### config.mk
export PLATFORM = sky130hd
export DESIGN_NAME = dout_display
export DESIGN_NICKNAME = d
export VERILOG_FILES = /design/src/rtl/dout_display_pkg.sv /design/src/rtl/dout_display_seg7_decode.sv /design/src/rtl/dout_display.sv
export SDC_FILE = /design/constraint.sdc
export NUM_CORES = 1
export LEC_CHECK = 0
export ABC_AREA = 0
export CAP_MARGIN = 15
export CORE_UTILIZATION = 54
export DETAILED_ROUTE_END_ITERATION = 12
export HOLD_SLACK_MARGIN = 0.02
export MAX_ROUTING_LAYER = met4
export PLACE_DENSITY = 0.79
export SETUP_SLACK_MARGIN = 0.3
export SKIP_CTS_REPAIR_TIMING = 1
export SYNTH_ARGS = -nofsm -noshare
export SYNTH_HDL_FRONTEND = slang
export SYNTH_SLANG_ARGS = --single-unit
export TNS_END_PERCENT = 20
### constraint.sdc
create_clock -name clk -period 1.9 [get_ports clk]
set_input_delay 0.38 -clock clk [delete_from_list [all_inputs] [get_ports clk]]
set_output_delay 0.38 -clock clk [all_outputs]
set_load 0.02 [all_outputs]
### src/rtl/dout_display_pkg.sv
// Shared types and constants for the dout_display byte-to-7-segment converter.
// Segment constants are in active-low form; polarity is applied at the top.
package dout_display_pkg;

  typedef enum logic [1:0] {
    S_IDLE,
    S_CONV,
    S_UPD
  } state_t;

  localparam int         ITER_COUNT  = 8;
  localparam logic [6:0] SEG_BLANK   = 7'h7F;
  localparam logic [6:0] SEG_MINUS   = 7'h3F;
  localparam logic [3:0] DIGIT_MINUS = 4'hA;

  // Double-dabble correction step: add 3 to every BCD nibble that is 5 or more.
  function automatic logic [11:0] dd_adjust(input logic [11:0] b);
    logic [11:0] r;
    r = b;
    for (int i = 0; i < 3; i++) begin
      if (r[i*4 +: 4] >= 4'd5) r[i*4 +: 4] = r[i*4 +: 4] + 4'd3;
    end
    return r;
  endfunction

endpackage

### src/rtl/dout_display_seg7_decode.sv
// Combinational digit-to-segment decoder, bit order {g,f,e,d,c,b,a}, active-low form.
module seg7_decode
  import dout_display_pkg::*;
(
  input  logic [3:0] digit,
  input  logic       blank,
  output logic [6:0] seg
);

  always_comb begin
    // NOTE: assigning a default before the case keeps every path driven, so no latch is inferred.
    seg = SEG_BLANK;
    if (!blank) begin
      case (digit)
        4'd0:        seg = 7'h40;
        4'd1:        seg = 7'h79;
        4'd2:        seg = 7'h24;
        4'd3:        seg = 7'h30;
        4'd4:        seg = 7'h19;
        4'd5:        seg = 7'h12;
        4'd6:        seg = 7'h02;
        4'd7:        seg = 7'h78;
        4'd8:        seg = 7'h00;
        4'd9:        seg = 7'h10;
        DIGIT_MINUS: seg = SEG_MINUS;
        default:     seg = SEG_BLANK;
      endcase
    end
  end

endmodule

### src/rtl/dout_display.sv
// Captures a data byte, converts it to BCD by double-dabble over 8 clocks and
// drives four registered 7-segment digits (sign, hundreds, tens, ones).
module dout_display
  import dout_display_pkg::*;
#(
  parameter bit SIGNED         = 1'b1,
  parameter bit SEG_ACTIVE_LOW = 1'b1
) (
  input  logic       clk,
  input  logic       reset,
  input  logic [7:0] din,
  input  logic       dval,
  output logic       busy,
  output logic       done,
  output logic [6:0] hex3,
  output logic [6:0] hex2,
  output logic [6:0] hex1,
  output logic [6:0] hex0
);

  state_t      state;
  logic [7:0]  mag;
  logic        neg;
  logic [11:0] bcd;
  logic [3:0]  iter;
  logic [6:0]  seg3, seg2, seg1, seg0;

  function automatic logic [6:0] pol(input logic [6:0] s);
    return SEG_ACTIVE_LOW ? s : ~s;
  endfunction

  assign busy = (state != S_IDLE);

  // Leading-zero blanking: hundreds blank when 0, tens blank when hundreds and tens are 0.
  seg7_decode u_sign (.digit(DIGIT_MINUS), .blank(!neg),                   .seg(seg3));
  seg7_decode u_hund (.digit(bcd[11:8]),   .blank(bcd[11:8] == 4'd0),      .seg(seg2));
  seg7_decode u_tens (.digit(bcd[7:4]),    .blank(bcd[11:4] == 8'd0),      .seg(seg1));
  seg7_decode u_ones (.digit(bcd[3:0]),    .blank(1'b0),                   .seg(seg0));

  // NOTE: sequential state uses non-blocking assignments so every register samples pre-edge values.
  always_ff @(posedge clk or posedge reset) begin
    if (reset) begin
      state <= S_IDLE;
      mag   <= '0;
      neg   <= 1'b0;
      bcd   <= '0;
      iter  <= '0;
      done  <= 1'b0;
      hex3  <= pol(SEG_BLANK);
      hex2  <= pol(SEG_BLANK);
      hex1  <= pol(SEG_BLANK);
      hex0  <= pol(SEG_BLANK);
    end else begin
      done <= 1'b0;
      case (state)
        S_IDLE: begin
          if (dval) begin
            // Negating 8'h80 wraps back to 8'h80, which is exactly magnitude 128.
            mag   <= (SIGNED && din[7]) ? (8'd0 - din) : din;
            neg   <= SIGNED && din[7];
            bcd   <= '0;
            iter  <= '0;
            state <= S_CONV;
          end
        end
        S_CONV: begin
          bcd  <= 12'({dd_adjust(bcd), mag[7]});
          mag  <= {mag[6:0], 1'b0};
          iter <= iter + 4'd1;
          if (iter == 4'(ITER_COUNT - 1)) state <= S_UPD;
        end
        S_UPD: begin
          hex3  <= pol(seg3);
          hex2  <= pol(seg2);
          hex1  <= pol(seg1);
          hex0  <= pol(seg0);
          done  <= 1'b1;
          state <= S_IDLE;
        end
        default: state <= S_IDLE;
      endcase
    end
  end

endmodule

==> impl_metrics.csv <==
group,metric,value,unit
outcome,outcome,"complete, no violations",
cts,clk_pin_slew,0.09,ns
setup_path,cpPeakStageDelay,0.59,ns
power_and_ir_drop,p_leak,1.53,nW
synthesis,synth_area,2850,sq um
global_routing,grt_start_max_net_pins,51,
sta,setup_ws,0.0809,ns
setup_path,cp.buffers_inverters,1,
synthesis,yosysSeqAreaShare,0.449,
setup_path,crit_family,"buffers and inverters",
finish,fin_util,0.672,
die,coreArea,5070,sq um
setup_path,critPathLaunchType,"register",
global_routing,antenna_found_initial,0,
synthesis,yosysTopAreaCell,"dfrtp_1",
synthesis,async_flop_share,1.00,
cts,cts_buffers,5,
sta,skew,0.0121,ns
cts,tritoncts,"done",
route,dr.pass1.iters,4,
job,cap_violations,0,
route,ant_nets,0,
synthesis,ys_seq_elements,50,
placed_design,dp_slack,0.0223,ns
power_and_ir_drop,ir_worst_vdd,0.000651,V
sta,holdWs,0.423,ns
min_path,hp-class,"input port to async pin",
setup_path,r2r_setup_slack,0.19,ns
synthesis,yosys_most_used_dff,"dfrtp_1",
global_routing,grt_pass1_wl,9580,um
global_routing,track_usage,0.232,
route,drtIter0Drc,173,
die,io_pins,41,
finish,nFillCells,438,
finish,num_antenna_cells,0,
sta,fin_crit_sh,0.957,
synthesis,syn_inst,314,
setup_path,worst-endpoint-required,1.52,ns
finish,synthToLayoutAreaGrowth,19.9,%
power_and_ir_drop,power,5.80,mW
setup_path,path_cells,"clkdlybuf4s50_1",
placed_design,routabilityCongestion,0.866,
finish,drive_gt1_frac,0.158,
synthesis,synth_area_per_cell,9.06,sq um
finish,fin_cells,425,
setup_path,end_kind,"primary output",
cts,cts_num_sinks,50,
setup_path,slowest_stage,"clkdlybuf4s50_1",
synthesis,synth_edf_count,0,
finish,nets,383,
synthesis,yosys_warnings,0,
synthesis,ys_top_cells_by_area,"dfrtp_1, dfstp_2, ha_1, o21ai_0, nand2_1",
sta,finalCriticalPeriod,1.82,ns
die,die_y,74.6,um
die,dieArea,5560,sq um
synthesis,synth_top_area_frac,0.246,
setup_path,arrival,1.44,ns
cts,clock_latency,0.31,ns
route,wl_per_cell,13.2,um
sta,setup_violations,0,
die,die_w,74.6,um
global_routing,grt_pass1_vias,2142,
power_and_ir_drop,powerDensity,1700,nW/um^2
cts,clock_path_buffers,2,
route,num_vias,2270,
route,route.detailed.drc,0,
placed_design,hpwl,4000,um
placed_design,dpl_cell_area,3280,sq um
cts,htree_levels,2,
global_routing,grt_overflow,0,
setup_path,critical_path_class,"register to primary output",
sta,fin_setup_tns,0,ns
setup_path,worstPathMaxFanout,2,
placed_design,port_buffers,34,
cts,root_buffer,"clkbuf_8",
synthesis,yosysMostFrequentCell,"nand2_1",
route,routed_wl,5630,um
route,routed_via_density,5.34,
sta,fmax,550,MHz
synthesis,synthDistinctLibCells,47,
synthesis,synth_common_cells,"nand2_1, o21ai_0, dfrtp_1",
sta,slew_viol_final,0,
placed_design,placed_cells,414,
die,start_util,0.561,
sta,hold_viol,0,
die,rows,26,
finish,finalInstanceArea,3410,sq um
sta,rsz0062_at_grt,"yes",
## layout by cell type (no fill, tap or decap), types with 2 or more instances in the layout
| master | netlist | layout |
|---|---|---|
| nor2_1 | 20 | 20 |
| o311ai_0 | 3 | 3 |
| clkdlybuf4s50_1 | 0 | 27 |
| inv_2 | 1 | 3 |
| nand3_1 | 6 | 6 |
| nand2b_1 | 8 | 8 |
| dfstp_2 | 22 | 22 |
| xnor2_1 | 7 | 7 |
| o211ai_1 | 4 | 4 |
| inv_1 | 15 | 13 |
| o21ai_0 | 36 | 36 |
| dfrtp_1 | 28 | 26 |
| dlymetal6s2s_1 | 0 | 7 |
| nor3b_1 | 2 | 2 |
| a21oi_1 | 25 | 24 |
| o21ai_1 | 2 | 2 |
| buf_4 | 7 | 16 |
| dfrtp_2 | 0 | 2 |
| and2_1 | 2 | 2 |
| a22oi_1 | 6 | 6 |
| nand2_1 | 43 | 43 |
| o22a_1 | 5 | 5 |
| conb_1 | 1 | 6 |
| clkbuf_8 | 0 | 5 |
| nor3_1 | 4 | 4 |
| a21boi_0 | 2 | 2 |
| ha_1 | 18 | 17 |
| nor2b_1 | 2 | 2 |
| mux2_2 | 2 | 2 |
| clkbuf_1 | 4 | 3 |
| xor2_1 | 2 | 2 |
| o31ai_1 | 7 | 7 |
## flip-flops by register name (all words and copies together), names as in the netlist
name,count
bcd,12
done,1
hex0,7
hex1,7
hex2,7
hex3,1
iter,4
mag,8
neg,1
state,2
## metal layers
metal	GRT usage	share of wire	vias up
met1	0.294	0.45	1052
li1	-	-	1157
met4	0.0608	0.0094	0
met2	0.379	0.50	55
met3	0.0461	0.040	6
met5	-	0	-
## worst paths after layout
kind	start	to	depth (start not counted)
max in group asynchronous	reset	hex1[1]	3
setup reg to reg	bcd[8]	bcd[11]	6
min in group clk	neg	hex3[6]	1
hold reg to reg	neg	hex3[6]	1
hold / removal	reset	bcd[0]	3
setup / recovery	hex2[2]	hex2[2]	1
## report_power, final
part	switching, mW	internal, mW
Sequential	0.444	1.66
Clock	0.329	0.262
Combinational	1.69	1.41
Total	2.46	3.33
## final cells by class
class / instances / area, sq um / area share
Multi-Input combinational cell: 230 / 1400 / 0.412
Sequential cell: 50 / 1280 / 0.376
Tap cell: 70 / 87.6 / 0.0257
Timing Repair Buffer: 51 / 498 / 0.146
Clock buffer: 8 / 80.1 / 0.0235
Inverter: 16 / 60.1 / 0.0176
## worst reg2reg max path, delay by kind of cell (launching register included)
kind,cells,cell delay (ns)
adder cells (fa/ha/maj),2,0.56
flip-flops,1,0.44
multiplexers,1,0.27
buffers and inverters,1,0.14
AO/OA/AOI/OAI,1,0.14
AND/OR/NAND/NOR,1,0.06
## logic make-up (layout without fill, tap and decap cells)
group	after synthesis	after routing	synth area share
simple gates	93	93	0.147
flops	50	50	0.449
xor+xnor	9	9	0.0277
compound gates	101	101	0.218
buf+inv	39	75	0.0660
mux	3	3	0.0114
other cells	1	6	0.00132
fa+ha+maj	18	18	0.0792
Note: power is estimated with default switching activity, not from simulation.
